[src/rtl/pipe_hazard_ctrl.sv]
// pipe_hazard_ctrl
//   Hazard controller for a 5-stage in-order pipeline. It drives the enable
//   and synchronous-clear pins of the IF/ID, ID/EX, EX/MEM and MEM/WB pipeline
//   registers and the PC enable. It resolves three hazard sources:
//   load-use dependencies, taken control redirects, and multi-cycle EX
//   operations.
//
// Ports
//   clk          core clock; all state updates on the rising edge
//   reset        synchronous, active-high; while high, every pipeline
//                register is enabled and cleared, and the PC is held
//   load_use     the instruction in ID depends on a load in EX
//   redirect     a branch/jump resolved taken in EX; the PC is being redirected
//   mc_start     the instruction in EX is multi-cycle (first EX cycle)
//   pc_en        PC register enable
//   if_id_en     IF/ID enable;   if_id_flush   IF/ID clear (only with en=1)
//   id_ex_en     ID/EX enable;   id_ex_flush   ID/EX clear
//   ex_mem_en    EX/MEM enable;  ex_mem_flush  EX/MEM clear
//   mem_wb_en    MEM/WB enable
//   mc_busy      a multi-cycle operation is occupying EX
//   stall_cnt    saturating count of cycles with pc_en=0 (excluding reset)
module pipe_hazard_ctrl #(
  parameter int MC_LATENCY  = 4,
  parameter int CNT_W       = 3,
  parameter int STALL_CNT_W = 16
) (
  input  logic                   clk,
  input  logic                   reset,
  input  logic                   load_use,
  input  logic                   redirect,
  input  logic                   mc_start,
  output logic                   pc_en,
  output logic                   if_id_en,
  output logic                   if_id_flush,
  output logic                   id_ex_en,
  output logic                   id_ex_flush,
  output logic                   ex_mem_en,
  output logic                   ex_mem_flush,
  output logic                   mem_wb_en,
  output logic                   mc_busy,
  output logic [STALL_CNT_W-1:0] stall_cnt
);

  typedef enum logic {
    IDLE,
    MC_BUSY
  } state_t;

  localparam logic [CNT_W-1:0] LAT_M1 = CNT_W'(MC_LATENCY - 1);
  localparam logic [CNT_W-1:0] CNT_ONE = CNT_W'(1);

  state_t           state, state_next;
  logic [CNT_W-1:0] cnt, cnt_next;

  logic release_cycle;
  logic busy_hold;
  logic mc_accept;
  logic mc_stall;

  // cnt==1 in MC_BUSY is the release cycle: EX/MEM captures the result and
  // the controller behaves as in IDLE, except that mc_start is ignored.
  assign release_cycle = (state == MC_BUSY) && (cnt == CNT_ONE);
  assign busy_hold     = (state == MC_BUSY) && (cnt != CNT_ONE);
  // A single-cycle "multi-cycle" op needs no stall at all.
  assign mc_accept     = (state == IDLE) && mc_start && !redirect && (MC_LATENCY > 1);
  assign mc_stall      = busy_hold || mc_accept;

  // State register, latency counter and stall performance counter
  always_ff @(posedge clk) begin
    if (reset) begin
      state     <= IDLE;
      cnt       <= '0;
      stall_cnt <= '0;
    end else begin
      state <= state_next;
      cnt   <= cnt_next;
      if (!pc_en && (stall_cnt != '1)) begin
        stall_cnt <= stall_cnt + STALL_CNT_W'(1);
      end
    end
  end

  // Next-state logic
  always_comb begin
    state_next = state;
    cnt_next   = cnt;
    unique case (state)
      IDLE: begin
        if (mc_accept) begin
          state_next = MC_BUSY;
          cnt_next   = LAT_M1;
        end
      end
      MC_BUSY: begin
        if (release_cycle) begin
          state_next = IDLE;
          cnt_next   = '0;
        end else begin
          cnt_next = cnt - CNT_ONE;
        end
      end
      default: begin
        state_next = IDLE;
        cnt_next   = '0;
      end
    endcase
  end

  // Output logic; the idle and release cycles share the priority chain, with
  // mc_start already masked out of mc_accept outside IDLE.
  always_comb begin
    pc_en        = 1'b1;
    if_id_en     = 1'b1;
    if_id_flush  = 1'b0;
    id_ex_en     = 1'b1;
    id_ex_flush  = 1'b0;
    ex_mem_en    = 1'b1;
    ex_mem_flush = 1'b0;
    mem_wb_en    = 1'b1;
    mc_busy      = 1'b0;
    if (reset) begin
      pc_en        = 1'b0;
      if_id_flush  = 1'b1;
      id_ex_flush  = 1'b1;
      ex_mem_flush = 1'b1;
    end else begin
      mc_busy = (state == MC_BUSY);
      if (mc_stall) begin
        // Freeze the front end and push a bubble into MEM while EX is occupied.
        pc_en        = 1'b0;
        if_id_en     = 1'b0;
        id_ex_en     = 1'b0;
        ex_mem_flush = 1'b1;
      end else if (redirect) begin
        if_id_flush = 1'b1;
        id_ex_flush = 1'b1;
      end else if (load_use) begin
        pc_en       = 1'b0;
        if_id_en    = 1'b0;
        id_ex_flush = 1'b1;
      end
    end
  end

endmodule

[config.mk]
export PLATFORM = sky130hd
export DESIGN_NAME = pipe_hazard_ctrl
export DESIGN_NICKNAME = d
export VERILOG_FILES = /design/src/rtl/pipe_hazard_ctrl.sv
export SDC_FILE = /design/constraint.sdc
export NUM_CORES = 1
export LEC_CHECK = 0
export BUFFER_PORTS_ARGS = -buffer_cell sky130_fd_sc_hd__buf_2
export CORE_ASPECT_RATIO = 0.8
export CORE_MARGIN = 1
export CORE_UTILIZATION = 30
export CTS_CLUSTER_SIZE = 24
export DETAILED_ROUTE_END_ITERATION = 12
export PLACE_DENSITY = 0.59
export SLEW_MARGIN = 20
export SYNTH_ARGS = -nofsm -noshare
export SYNTH_HDL_FRONTEND = slang
export SYNTH_SLANG_ARGS = --single-unit
[constraint.sdc]
create_clock -name clk -period 1.5 [get_ports clk]
set_input_delay 0.3 -clock clk [delete_from_list [all_inputs] [get_ports clk]]
set_output_delay 0.3 -clock clk [all_outputs]
set_load 0.02 [all_outputs]
## Word level (Yosys, flattened, before mapping)

Index checks and enable logic that the tools add are counted.
W data, S select, Z words.

- Register bits after elaboration: 20
- Logic and storage cells: 41
- Input port bits: 5
- Output and inout bits: 25

- Multiplexer cells: 23
- Reduce and logical (&&, ||, !) cells: 8
- Add/sub/neg operators: 2
- Equal/unequal tests: 4
- Bitwise gates (word level): 1

Operator list:

| cell | number |
|---|---|
| $mux W1 | 19 |
| $add A16 B1 Y16 const B | 1 |
| $ne A16 B16 Y1 const B | 1 |
| $mux W3 | 2 |
| $pmux W3 S2 | 1 |
| $logic_and A1 B1 Y1 | 5 |
| $eq A3 B1 Y1 const B | 1 |
| $ne A3 B1 Y1 const B | 1 |
| $sub A3 B1 Y3 const B | 1 |
| $logic_not A1 Y1 | 2 |
| $ne A2 B2 Y1 const B | 1 |
| $pmux W1 S2 | 1 |
| $logic_or A1 B1 Y1 | 1 |
| $not A1 Y1 | 1 |

## Longest topological paths before layout

- Depth in word-level cells: 8
- Gate-level depth with buffers: 8

## Worst setup path after synthesis

No wires, ideal clock.

- Path type: flip-flop to flip-flop
- Start: register stall_cnt[0]
- End: register stall_cnt[2]
- Path buffers: 1
- Slack: -0.219 ns
- Arrival time: 1.587 ns
- Setup time: 0.132 ns
- Cell stages (with the launch flop): 8
- Required time: 1.368 ns
- Path through: dfxtp_1 > ha_1 > nand4_1 > nor4_2 > a21o_1 > buf_6 > or3_1 > a21oi_1

- Word-level cells in the longest chain between the ends: 2

Ends and longest elaborated chain:

| element | line | source |
|---|---|---|
| start, declared | 41 | `output logic [STALL_CNT_W-1:0] stall_cnt` |
| start signal, assigned | 78 | `stall_cnt <= stall_cnt + STALL_CNT_W'(1);` |
| branches (longest 2 deep; another with $add A16 B1 Y16) | -- |  |

Several ways; the timed one is not identified.
A chain may end at the register's enable or synchronous reset.

## Worst setup path in the final report

- Start: register cnt[1]
- End: output id_ex_flush

- Word-level cells in the longest chain between the ends: 5

Ends and longest elaborated chain:

| element | line | source |
|---|---|---|
| start, declared | 53 | `logic [CNT_W-1:0] cnt, cnt_next;` |
| start signal, assigned | 76 | `cnt <= cnt_next;` |
| $ne A3 B1 Y1 | 63 | `assign busy_hold = (state == MC_BUSY) && (cnt != CNT_ONE);` |
| $logic_and A1 B1 Y1 | 63 |  |
| $logic_or A1 B1 Y1 | 66 | `assign mc_stall = busy_hold \|\| mc_accept;` |
| $mux W1 | 128 | `if (mc_stall) begin` |
| $mux W1 | 121 | `if (reset) begin` |
| end, declared | 36 | `output logic id_ex_flush,` |

No other way between the ends.

==> impl_metrics.toml <==
[status]
outcome = "complete, but fails checks"
violations = "negative setup slack"

[die]
core_area_um2 = 3490
die_h_um = 56.4
io_pins = 30
initial_core_util = 0.318
die-area_um2 = 3950
die_x_um = 70
rows = 19

[logic_synthesis]
avgSynthCellArea_um2 = 8.22
ys.flop_type = "dfxtp_1"
yosysWarnings = 0
syn_area_um2 = 1110
synthDistinctLibCells = 36
synthCells = 135
async_reset_ff_frac = 0
synth-compound-area-share = 0.214
synth_edf_count = 0
synth_mux_area_frac = 0.0271
synth-simple-area-share = 0.291
yosys_register_bits = 20
synth_area_leader_cell = "dfxtp_1"
synthAdderAreaFrac = 0.0338
synthTopCellsByCount = "dfxtp_1 (20), a21oi_1 (17), nor2_1 (11)"
synth_top_family_by_area = "simple AND/OR/NAND/NOR gates"
yosysMostFrequentCell = "dfxtp_1"
synth_top_area_frac = 0.361
netlist_top_cells_area = "dfxtp_1 (36%), a21oi_1 (7.7%), or3_1 (5.1%), o21ai_0 (4.5%), nor2_1 (3.7%)"
synth_xor_area_frac = 0.00789
yosysSeqAreaShare = 0.361

[worst_setup_path]
endpoint_kind = "primary output"
critPathLaunchType = "flop"
worst_ep_arrival_time_ns = 1.42
crit_fanout = 3
cp.required_ns = 1.20
crit_type = "flop to primary output"

[cts]
cts_max_level = 1
hold_buffers = 0
cts_tree = "yes"
clkTransAtPathRegs_ns = 0.08
clock-sinks = 20
cts-root-buf = "clkbuf_8"
cts_buffers = 3
cts_max_path_buffers = 2
clock_latency_ns = 0.26

[pwr]
ir_worst_vdd_mv = 0.283
power_leakage_nw = 0.853
powerDensity_nw_per_um2 = 696
p_sw_mw = 0.405
clkPwrFrac = 0.306
p_seq_frac = 0.414
total_power_mw = 1.39
power_frac_comb = 0.280
switching_share = 0.291
p_int_mw = 0.985

[layout]
diodes = 0
area_growth_pct = 79.9
drive_above_1_share = 0.630
fin_nets = 220
fin_area_um2 = 2000

[global_route]
track_usage = 0.181
grt_max_degree = 27
grt_pass1_wl_mm = 5.70
grt_pass1_vias = 1238
antenna_found_initial = 0
grt_overflow_total = 0

[sta]
fmax_mhz = 582
rsz0062_at_grt = "true"
skew_ns = 0.00342
tns_ns = -2.06
period_share = 1.14
hold_viol = 0
setup_violations = 19
maxSlewViolCount = 0
fin_ws_ns = -0.217
period_needed_ns = 1.72

[worst_hold_path]
min_path_type = "input port to flop"

[placement]
gp_congestion = 0.798
dp_hpwl_mm = 2.35
portBuffers = 27
placed_area_um2 = 1570

[route]
ant_nets = 0
wl_per_cell_um = 14.8
drtIter0Drc = 111
drtPass1Iterations = 4
drt-total-wl_mm = 3.75
dr_total_vias = 1355
viasPerCell = 5.36
drc_errors = 0

[flow_run]
drv_cap = 0
through the flow:
stage | util | worst slack [ns] | hold slack, ns | cells
after floorplan | - | -0.0119 | 0.477 | 136
after global placement | 0.450 | -0.0911 | 0.484 | 232
after detailed placement | 0.450 | -0.158 | 0.505 | 232
after CTS | 0.528 | -0.206 | 0.451 | 247
after global routing | 0.571 | -0.259 | 0.472 | 253
final | 0.571 | -0.217 | 0.471 | 253
critical path: stages, from the launching register on:
cell	delay, ns
dfxtp_2	0.34
inv_2	0.05
ha_4	0.16
nand2b_4	0.09
nand2_4	0.06
a21o_1	0.17
a21o_1	0.17
buf_6	0.13
metal layers:
metal,up-vias,part of all wire,track usage
li1,651,-,-
met3,8,0.031,0.0395
met4,0,0.022,0.0429
met5,-,0,0
met2,31,0.52,0.324
met1,665,0.43,0.221
layout make-up:
| cell class | count | area [um2] |
|---|---|---|
| Clock buffer | 4 | 55.1 |
| Fill cell | 294 | 1500 |
| Inverter | 5 | 18.8 |
| Multi-Input combinational cell | 105 | 857 |
| Sequential cell | 20 | 430 |
| Tap cell | 42 | 52.6 |
| Timing Repair Buffer | 77 | 583 |
power by group through the flow:
stage / registers [mW] / clock network, mW / logic [mW]
2_1_floorplan: 0.597 / 0 / 0.153
3_3_place_gp: 0.586 / 0 / 0.254
3_5_place_dp: 0.587 / 0 / 0.262
4_1_cts: 0.577 / 0.425 / 0.343
5_1_grt: 0.579 / 0.458 / 0.412
6_report: 0.576 / 0.426 / 0.389
logic make-up (layout without fill, tap and decap cells):
group / Yosys count / count (layout)
and+or+nand+nor: 56 / 56
muxes: 3 / 3
AOI/OAI and AO/OA: 39 / 40
adders and majority gates: 3 / 3
DFF: 20 / 20
buffers and inverters: 12 / 86
other: 1 / 2
xor gates and xnor gates: 1 / 1
what timing repair did:
action / 4_1_cts / 5_1_grt
resized for setup: 32 / 27
gates cloned: 1 / 0
setup buffers: 10 / 6
pin swaps: 18 / 12
endpoints found under the setup margin: 18 / 22
final timing paths:
path,start,end,slack (ns),cells after the start
worst min register to register,stall_cnt[4],stall_cnt[4],0.52,2
worst min-delay path,reset,stall_cnt[8],0.47,3
worst max-delay path,cnt[1],id_ex_flush,-0.22,7
worst max register to register,cnt[1],stall_cnt[15],-0.16,8
state kept, by name, summed over array words and instances, names as in the netlist:
register	cells
stall_cnt	16
cnt	3
state	1
cell usage in the layout (no fill, tap or decap), types with 2 or more instances in the layout:
| cell type | n |
|---|---|
| a21oi_2 | 8 |
| nand2_4 | 2 |
| a21oi_1 | 8 |
| a21o_4 | 2 |
| buf_12 | 2 |
| a211oi_1 | 2 |
| nor2b_1 | 2 |
| o21ai_1 | 2 |
| a21o_1 | 3 |
| ha_4 | 2 |
| nor2_1 | 7 |
| dfxtp_4 | 4 |
| buf_2 | 23 |
| nand2_1 | 6 |
| o21ai_0 | 7 |
| dfxtp_1 | 4 |
| nor3_1 | 2 |
| buf_6 | 10 |
| nand4_1 | 6 |
| nand2b_4 | 2 |
| nor2_2 | 2 |
| or3_4 | 2 |
| inv_1 | 4 |
| or3_1 | 7 |
| clkbuf_8 | 4 |
| nand3_1 | 4 |
| buf_4 | 42 |
| conb_1 | 2 |
| dfxtp_2 | 12 |
| nor2_4 | 2 |
| mux2i_1 | 2 |
Power figures use the tool's default switching activity.
